`src/rtl/sd_bmp_pkg.sv`:
```
// Shared types and constants for the SD-card BMP loader.
package sd_bmp_pkg;

  typedef enum logic [2:0] {
    IDLE      = 3'd0,
    WAIT_INIT = 3'd1,
    ISSUE     = 3'd2,
    WAIT_BUSY = 3'd3,
    XFER      = 3'd4,
    DONE      = 3'd5
  } state_e;

  localparam logic [1:0]  WR_CH_SDCARD  = 2'd2;
  localparam int unsigned SEC_WORDS_DEF = 256;
  localparam int unsigned BMP_HDR_WORDS = 27;

endpackage

```
`src/rtl/sd_bmp_load_ctrl.sv`:
```
// Moves one BMP image from the SD card into the SDRAM write port, one sector
// at a time, and pulses write_finish when the last sector is done.
// Optional build macro: BMP_HEADER_SKIP_EN drops the 27-word BMP header at the
// start of sector 0 (the words are still counted toward the sector length).
module sd_bmp_load_ctrl
  import sd_bmp_pkg::*;
#(
  parameter int unsigned SECTORS_PER_IMG = 1800,
  parameter int unsigned ADDR_W          = 32,
  parameter int unsigned SEC_WORDS       = SEC_WORDS_DEF
) (
  input  logic              clk,
  input  logic              reset,
  input  logic [1:0]        cmd_write_ch,
  input  logic [ADDR_W-1:0] cmd_start_addr,
  input  logic              sd_init_done,
  output logic              sd_rd_start,
  output logic [ADDR_W-1:0] sd_rd_sec_addr,
  input  logic              sd_rd_busy,
  input  logic              sd_rd_val_en,
  input  logic [15:0]       sd_rd_val_data,
  input  logic              wr_full,
  output logic              wr_en,
  output logic [15:0]       wr_data,
  output logic              load_busy,
  output logic              write_finish,
  output logic              err_flag
);

  localparam int unsigned SEC_CNT_W  = (SECTORS_PER_IMG > 1) ? $clog2(SECTORS_PER_IMG) : 1;
  localparam int unsigned WORD_CNT_W = $clog2(SEC_WORDS + 1);
  localparam logic [SEC_CNT_W-1:0]  SEC_LAST   = SEC_CNT_W'(SECTORS_PER_IMG - 1);
  localparam logic [WORD_CNT_W-1:0] WORDS_FULL = WORD_CNT_W'(SEC_WORDS);

  state_e                  state_q, state_d;
  logic                    ch_sd_q;
  logic                    busy_q;
  logic [ADDR_W-1:0]       base_q, base_d;
  logic [SEC_CNT_W-1:0]    sec_cnt_q, sec_cnt_d;
  logic [WORD_CNT_W-1:0]   word_cnt_q, word_cnt_d;
  logic [ADDR_W-1:0]       addr_d;
  logic                    wr_en_d;
  logic [15:0]             wr_data_d;
  logic                    err_d;
  logic                    trig;
  logic                    busy_fall;
  logic                    hdr_skip;

  assign trig      = (cmd_write_ch == WR_CH_SDCARD) && !ch_sd_q;
  assign busy_fall = busy_q && !sd_rd_busy;

`ifdef BMP_HEADER_SKIP_EN
  localparam logic [WORD_CNT_W-1:0] HDR_WORDS = WORD_CNT_W'(BMP_HDR_WORDS);
  assign hdr_skip = (sec_cnt_q == '0) && (word_cnt_q < HDR_WORDS);
`else
  assign hdr_skip = 1'b0;
`endif

  // Previous-cycle copies for the trigger and busy edge detectors.
  always_ff @(posedge clk) begin
    if (reset) begin
      ch_sd_q <= 1'b0;
      busy_q  <= 1'b0;
    end else begin
      ch_sd_q <= (cmd_write_ch == WR_CH_SDCARD);
      busy_q  <= sd_rd_busy;
    end
  end

  // Next-state, counter and output-data logic.
  always_comb begin
    state_d    = state_q;
    base_d     = base_q;
    sec_cnt_d  = sec_cnt_q;
    word_cnt_d = word_cnt_q;
    addr_d     = sd_rd_sec_addr;
    wr_en_d    = 1'b0;
    wr_data_d  = wr_data;
    err_d      = err_flag;

    case (state_q)
      IDLE: begin
        if (trig) begin
          state_d    = WAIT_INIT;
          base_d     = cmd_start_addr;
          sec_cnt_d  = '0;
          word_cnt_d = '0;
          err_d      = 1'b0;
        end
      end
      WAIT_INIT: begin
        if (sd_init_done) state_d = ISSUE;
      end
      ISSUE: begin
        state_d = WAIT_BUSY;
      end
      WAIT_BUSY: begin
        if (sd_rd_busy) state_d = XFER;
      end
      XFER: begin
        // Every valid word is counted; only words with FIFO room are written.
        if (sd_rd_val_en) begin
          word_cnt_d = word_cnt_q + WORD_CNT_W'(1);
          wr_data_d  = sd_rd_val_data;
          if (wr_full) begin
            err_d = 1'b1;
          end else if (!hdr_skip) begin
            wr_en_d = 1'b1;
          end
        end
        // End of sector: the count includes a word arriving on this same cycle.
        if (busy_fall) begin
          if (word_cnt_d != WORDS_FULL) err_d = 1'b1;
          word_cnt_d = '0;
          if (sec_cnt_q == SEC_LAST) begin
            state_d = DONE;
          end else begin
            sec_cnt_d = sec_cnt_q + SEC_CNT_W'(1);
            state_d   = ISSUE;
          end
        end
      end
      DONE: begin
        state_d = IDLE;
      end
      default: begin
        state_d = IDLE;
      end
    endcase

    // Sector address is loaded on entry to ISSUE and held until the next one.
    if (state_d == ISSUE) addr_d = base_d + ADDR_W'(sec_cnt_d);
  end

  // State, counters and registered outputs.
  always_ff @(posedge clk) begin
    if (reset) begin
      state_q        <= IDLE;
      base_q         <= '0;
      sec_cnt_q      <= '0;
      word_cnt_q     <= '0;
      sd_rd_start    <= 1'b0;
      sd_rd_sec_addr <= '0;
      wr_en          <= 1'b0;
      wr_data        <= '0;
      load_busy      <= 1'b0;
      write_finish   <= 1'b0;
      err_flag       <= 1'b0;
    end else begin
      state_q        <= state_d;
      base_q         <= base_d;
      sec_cnt_q      <= sec_cnt_d;
      word_cnt_q     <= word_cnt_d;
      sd_rd_start    <= (state_d == ISSUE);
      sd_rd_sec_addr <= addr_d;
      wr_en          <= wr_en_d;
      wr_data        <= wr_data_d;
      load_busy      <= (state_d != IDLE);
      write_finish   <= (state_d == DONE);
      err_flag       <= err_d;
    end
  end

endmodule

```
`config.mk`:
```
export PLATFORM = sky130hd
export DESIGN_NAME = sd_bmp_load_ctrl
export DESIGN_NICKNAME = d
export VERILOG_FILES = /design/src/rtl/sd_bmp_pkg.sv /design/src/rtl/sd_bmp_load_ctrl.sv
export SDC_FILE = /design/constraint.sdc
export NUM_CORES = 1
export LEC_CHECK = 0
export ABC_AREA = 1
export CAP_MARGIN = 20
export CORE_ASPECT_RATIO = 1.75
export CORE_MARGIN = 2
export CORE_UTILIZATION = 55
export DETAILED_ROUTE_END_ITERATION = 16
export HOLD_SLACK_MARGIN = 0.03
export PLACE_DENSITY_LB_ADDON = 0.05
export SETUP_SLACK_MARGIN = 0.5
export SYNTH_ARGS = -nofsm -noshare
export SYNTH_HDL_FRONTEND = slang
export SYNTH_SLANG_ARGS = --single-unit
```
`constraint.sdc`:
```
create_clock -name clk -period 6.3 [get_ports clk]
set_clock_uncertainty 0.2 [all_clocks]
set_input_delay 1.89 -clock clk [delete_from_list [all_inputs] [get_ports clk]]
set_output_delay 1.89 -clock clk [all_outputs]
set_load 0.01 [all_outputs]
```
Yosys cells after proc, flatten, opt, wreduce, memory -nomap -nowiden:

Index checks and enable logic that the tools add are counted.

* reductions and logical operators: 10
* div/mod/pow operators: 0
* shifts and indexed selects: 0
* magnitude comparators: 0
* $add $sub $neg: 3
* bitwise operators: 2
* multipliers: 0
* muxes and demuxes: 24
* equal/unequal tests: 10

Operators by type and width (number)
* $mux 32: 2
* $mux 9: 4
* $mux 11: 3
* $add 32x11->32: 1
* $pmux 11 s2: 1
* $pmux 9 s2: 1
* $mux 3: 5
* $pmux 3 s5: 1
* $add 11x1->11 const B: 1
* $eq 11x11->1 const B: 1
* $add 9x1->9 const B: 1
* $eq 3x2->1 const B: 3
* $ne 9x9->1 const B: 1
* $eq 3x3->1 const B: 2
* $mux 1: 6
* $reduce_and 2->1: 2
* $eq 3x1->1 const B: 1
* $logic_not 3->1: 1
* $reduce_bool 3->1: 1
* $reduce_or 3->1: 1
* $eq 2x2->1 const B: 1
* $logic_and 1x1->1: 2
* $logic_not 1->1: 2
* $ne 2x2->1 const B: 1
* other kinds (3): 4

* word-level logic and storage cells: 62
* input port bits: 56
* bits in registers: 110
* memory bits (writable): 0
* memories kept: 0
* bits in latches: 0
* ROM bits: 0

Longest topological paths before layout:

* depth after elaboration: 7
* depth in mapped cells: 26
* gate-level depth less buffers: 26

Worst setup path after synthesis:

Ideal clock, no wire load.

* path kind: input -> register
* from: in cmd_write_ch[0]
* to: reg sd_rd_sec_addr[31]
* arrival: 4.319 ns
* stages: 21
* setup time: 0.109 ns
* path slack: 1.672 ns
* path buffers: 1
* cells stage by stage: inv_1 nand2_1 nor2_4 nand2_4 buf_2 nand2_1 inv_1 a22oi_1 a22oi_1 ha_1 nand2_1 o21ai_0 nand3_1 nand3_1 nand3_2 nor2_4 nand2_1 nand2_1 nand3_1 nand2_1 inv_1

* cells in the longest elaborated chain, start to end: 5
* elaborated cells on any way between the ends: 10
* classes of those cells: add/sub (1); eq/ne (2); mux (6); reduce/logical (1)

RTL lines
* from (decl): RTL line sd_bmp_load_ctrl.sv:14 `input logic [1:0] cmd_write_ch,`
* $eq 2x2->1: RTL line sd_bmp_load_ctrl.sv:49 `assign trig = (cmd_write_ch == WR_CH_SDCARD) && !ch_sd_q;`
* $logic_and 1x1->1: RTL line sd_bmp_load_ctrl.sv:49
* $mux 11: RTL line sd_bmp_load_ctrl.sv:83 `if (trig) begin`
* $pmux 11 s2: RTL line sd_bmp_load_ctrl.sv:81 `case (state_q)`
* via sec_cnt_d[2]: RTL line sd_bmp_load_ctrl.sv:39 `logic [SEC_CNT_W-1:0] sec_cnt_q, sec_cnt_d;`
* $add 32x11->32: RTL line sd_bmp_load_ctrl.sv:132 `if (state_d == ISSUE) addr_d = base_d + ADDR_W'(sec_cnt_d);`
* to (signal assigned): RTL line sd_bmp_load_ctrl.sv:155 `sd_rd_sec_addr <= addr_d;`
* to (decl): RTL line sd_bmp_load_ctrl.sv:18 `output logic [ADDR_W-1:0] sd_rd_sec_addr,`

The timed path passes the listed nets, and every way through them passes these cells.
A chain may end at the register's enable or synchronous reset.

Worst setup path after layout:

* from: in cmd_write_ch[1]
* to: reg sd_rd_sec_addr[31]

Same word-level chain as after synthesis.

==> summary.md <==
| Metric | Value |
|---|---|
| Initial antenna violation count | 0 |
| Wire length per cell | 14.1 um |
| Max-Cap Viols | 0 |
| Filler cells | 984 |
| CP startpoint kind | input pin |
| HP Start | wr_data[7] |
| Total gr overflow | 0 |
| Main synth FF type | dfxtp_1 |
| RSZ-0062 raised after global routing | false |
| Post-Synthesis Cells | 910 |
| Final Hold Viols | 0 |
| P_leak | between 3 and 4 nW |
| DRT iter0 DRCs | 220 |
| Die W | 83.0 um |
| Top cell type's share of synthesized area | a little over a third |
| Area delta synth->final | 24.6% |
| Max-Slew Margin vs Limit | 41.4% |
| Commonest cells after routing, fill and taps aside | 229 x nand2_1, 120 x inv_1, 110 x dfxtp_1, 107 x clkdlybuf4s50_1, 104 x nor2_1 |
| CTS Root Cell | clkbuf_16 |
| Final Wtd Congestion | 0.951 |
| Slowest CP cell | clkdlybuf4s50_1 |
| Worst Hold Slack | 0.259 ns |
| Most common cell after layout, fill and taps aside | nand2_1 |
| Ant. Diodes | 0 |
| Worst hold endpoint | wr_data[7] |
| Yosys reg bits | between 100 and 150 |
| Pin count of the biggest net entering global routing | 75 |
| Post-synthesis sequential area ratio | 36.7% |
| Setup Fix Bufs, Post-CTS | 0 |
| Worst R2R Start | state_q[2] |
| Max frequency | between 150 and 200 MHz |
| Clk Latency, worst-skew pair | between 0.3 and 0.4 ns |
| Synth unique cells | 38 |
| CTS Hold Bufs | 0 |
| Syn_area_per_cell | 6.60 sq um |
| Clock buffer depth | 2 |
| Crit-path cells | clkdlybuf4s50_1 -> nand2_1 -> nor2_4 -> nand2_4 -> nand2_1 -> inv_1 -> a22oi_1 -> a22oi_1 -> ha_1 -> nand2_1 -> o21ai_0 -> nand3_1 -> nand3_1 -> nand3_2 -> nor2_4 -> nand2_1 -> nand2_1 -> nand3_1 -> nand2_1 -> inv_1 |
| First-pass GRT wire length | 26100 um |
| Reg2Reg Setup Slack | around 2.5 ns |
| Asr flop ratio synth | 0% |
| Worst hold path depth | 2 |
| Ports | 109 |
| Antenna-violating nets left | 0 |
| CORE AREA | 0.0107 sq mm |
| IO Port Bufs | 108 |
| CTS H-Tree Depth | 3 |
| CTS tree | yes |
| Critical Path AT | 5.27 ns |
| Crit path max fanout | 20 |
| Slew Limit Fails | 0 |
| Vias in the first global route | 5625 |
| Post-Syn Nets | 980 |
| Via/cell ratio | between 5 and 6 |
| Reg2Reg Depth | 20 |
| # nets final | 1076 |
| Post-Syn Area | between 0.006 and 0.007 sq mm |
| DR vias | roughly 6000 |
| Final setup fails | 0 |
| Kind of critical path | input pin to register |
| Setup TNS | 0 ns |
| CP max stage delay | 0.47 ns |
| Status | completed |
| Period utilization | just over 80% |
| Worst-case vdd ir drop | 178 uV |
| Worst Path Required | 6.37 ns |
| Cells resized by post-CTS repair | 0 |
| Cell taking the most area after synthesis | dfxtp_1 |
| Post-synth EDFFs | 0 |
| Fraction of layout cells with a size suffix above 1 | 7.12% |
| Pwr/cell area | 231 mW/mm^2 |
| Synth Warn # | 0 |
| Area contributors post-synth | dfxtp_1 37%, nand2_1 14%, inv_1 7.5% |
| All-Layer GR Usage | 27.5% |
| CTS clock-pin slew for the worst setup and hold paths | 0.07 ns |
| Tmin final | 5.20 ns |
| Least-Margin Pin Slew | slightly below 0.9 ns |
| Most frequent cell on the critical path | nand2_1 |
| Clk sink count | 110 |
| Final wirelength | about 16000 um |
| Drc violations | 0 |
| Die Area | between 0.01 and 0.015 sq mm |
| Crit. End Element | register |
| Number of buffers created by CTS | 9 |
| TritonRoute pass-1 iters | 5 |
| Starting Density | 56.2% |
| Detail Placement HPWL | 12100 um |
| Die height | 142 um |
| Hold Path Class | register to register |
| Worst R2R End | sd_rd_sec_addr[31] |
| Num rows | 50 |
==> worst max-delay path by stage <==
stage,start,end
after floorplan,cmd_write_ch[0],sd_rd_sec_addr[31]
after global placement,cmd_write_ch[1],sd_rd_sec_addr[31]
after detailed placement,cmd_write_ch[1],sd_rd_sec_addr[31]
after CTS,cmd_write_ch[1],sd_rd_sec_addr[31]
after global routing,cmd_write_ch[0],sd_rd_sec_addr[27]
final,cmd_write_ch[1],sd_rd_sec_addr[31]
==> layer usage <==
metal | up-vias | global-route usage (%) | share of wire [%]
met1 | 2686 | 28.0 | 38
met3 | 54 | 4.52 | 3.6
met2 | 162 | 52.5 | 54
li1 | 3059 | - | -
met4 | 0 | 15.4 | 5.0
met5 | - | 0 | 0
==> stage by stage <==
| stage | area [sq um] | setup slack (ns) | cells | power (mW) | utilization, % |
|---|---|---|---|---|---|
| floorplan | 6010 | 1.67 | 910 | 0.972 | - |
| global placement | 7150 | 0.831 | 1125 | 1.10 | 66.9 |
| detailed placement | 7150 | 0.744 | 1125 | 1.11 | 66.9 |
| CTS | 7490 | 1.11 | 1141 | 1.74 | 70.0 |
| global route | 7490 | 0.722 | 1141 | 1.80 | 70.0 |
| finish | 7490 | 1.10 | 1141 | 1.73 | 70.0 |
==> sequential cells by signal (all words and copies together), names as in the netlist <==
name	count
busy_q	1
base_q	32
word_cnt_q	9
write_finish	1
sd_rd_start	1
err_flag	1
sd_rd_sec_addr	32
load_busy	1
sec_cnt_q	11
wr_en	1
wr_data	16
ch_sd_q	1
state_q	3
==> power by group <==
| group | switching [mW] | total, mW | leakage [nW] | internal (mW) |
|---|---|---|---|---|
| sequential | 0.0203 | 0.758 | 0.895 | 0.737 |
| clock | 0.279 | 0.634 | 0.160 | 0.355 |
| combinational | 0.193 | 0.337 | 2.42 | 0.145 |
| total | 0.492 | 1.73 | 3.48 | 1.24 |
==> worst max-delay path, delay by kind of cell <==
family,cells,cell delay (ns)
buffers and inverters,3,0.76
AND/OR/NAND/NOR,13,1.60
AO/OA/AOI/OAI,3,0.64
adder cells (fa/ha/maj),1,0.38
==> synth_stat cells (4+ instances only) <==
cell type and n:
xnor2_1 6, ha_1 13, nand4_1 10, o21ai_0 44, nor2_2 4, nor2_4 5, inv_2 5, xor2_1 14
nand2_1 229, dfxtp_1 110, buf_2 6, o21a_1 14, or2_2 13, inv_1 120, a21oi_1 63, buf_6 4
nand2_2 16, clkbuf_1 15, nor3_1 7, a21o_1 4, nand3_1 67, nor2_1 105, o21ai_1 9
==> kinds of logic (layout without fill, tap and decap cells) <==
logic type | after synthesis | after routing | synth area share (%)
xor gates and xnor gates | 20 | 20 | 2.92
DFF | 110 | 110 | 36.7
buffers and inverters | 158 | 259 | 10.6
and+or+nand+nor | 464 | 464 | 33.6
AOI/OAI and AO/OA | 144 | 144 | 13.2
adders and majority gates | 14 | 14 | 3.04
==> area by class of cell <==
class,count,area (sq um),area share (%)
Clock buffer,9,225,3.01
Clock inverter,7,109,1.45
Inverter,127,477,6.37
Multi-Input combinational cell,642,3170,42.4
Sequential cell,110,2200,29.4
Tap cell,130,163,2.17
Timing Repair Buffer,116,1140,15.2
Note: power is estimated with default switching activity, not from simulation.
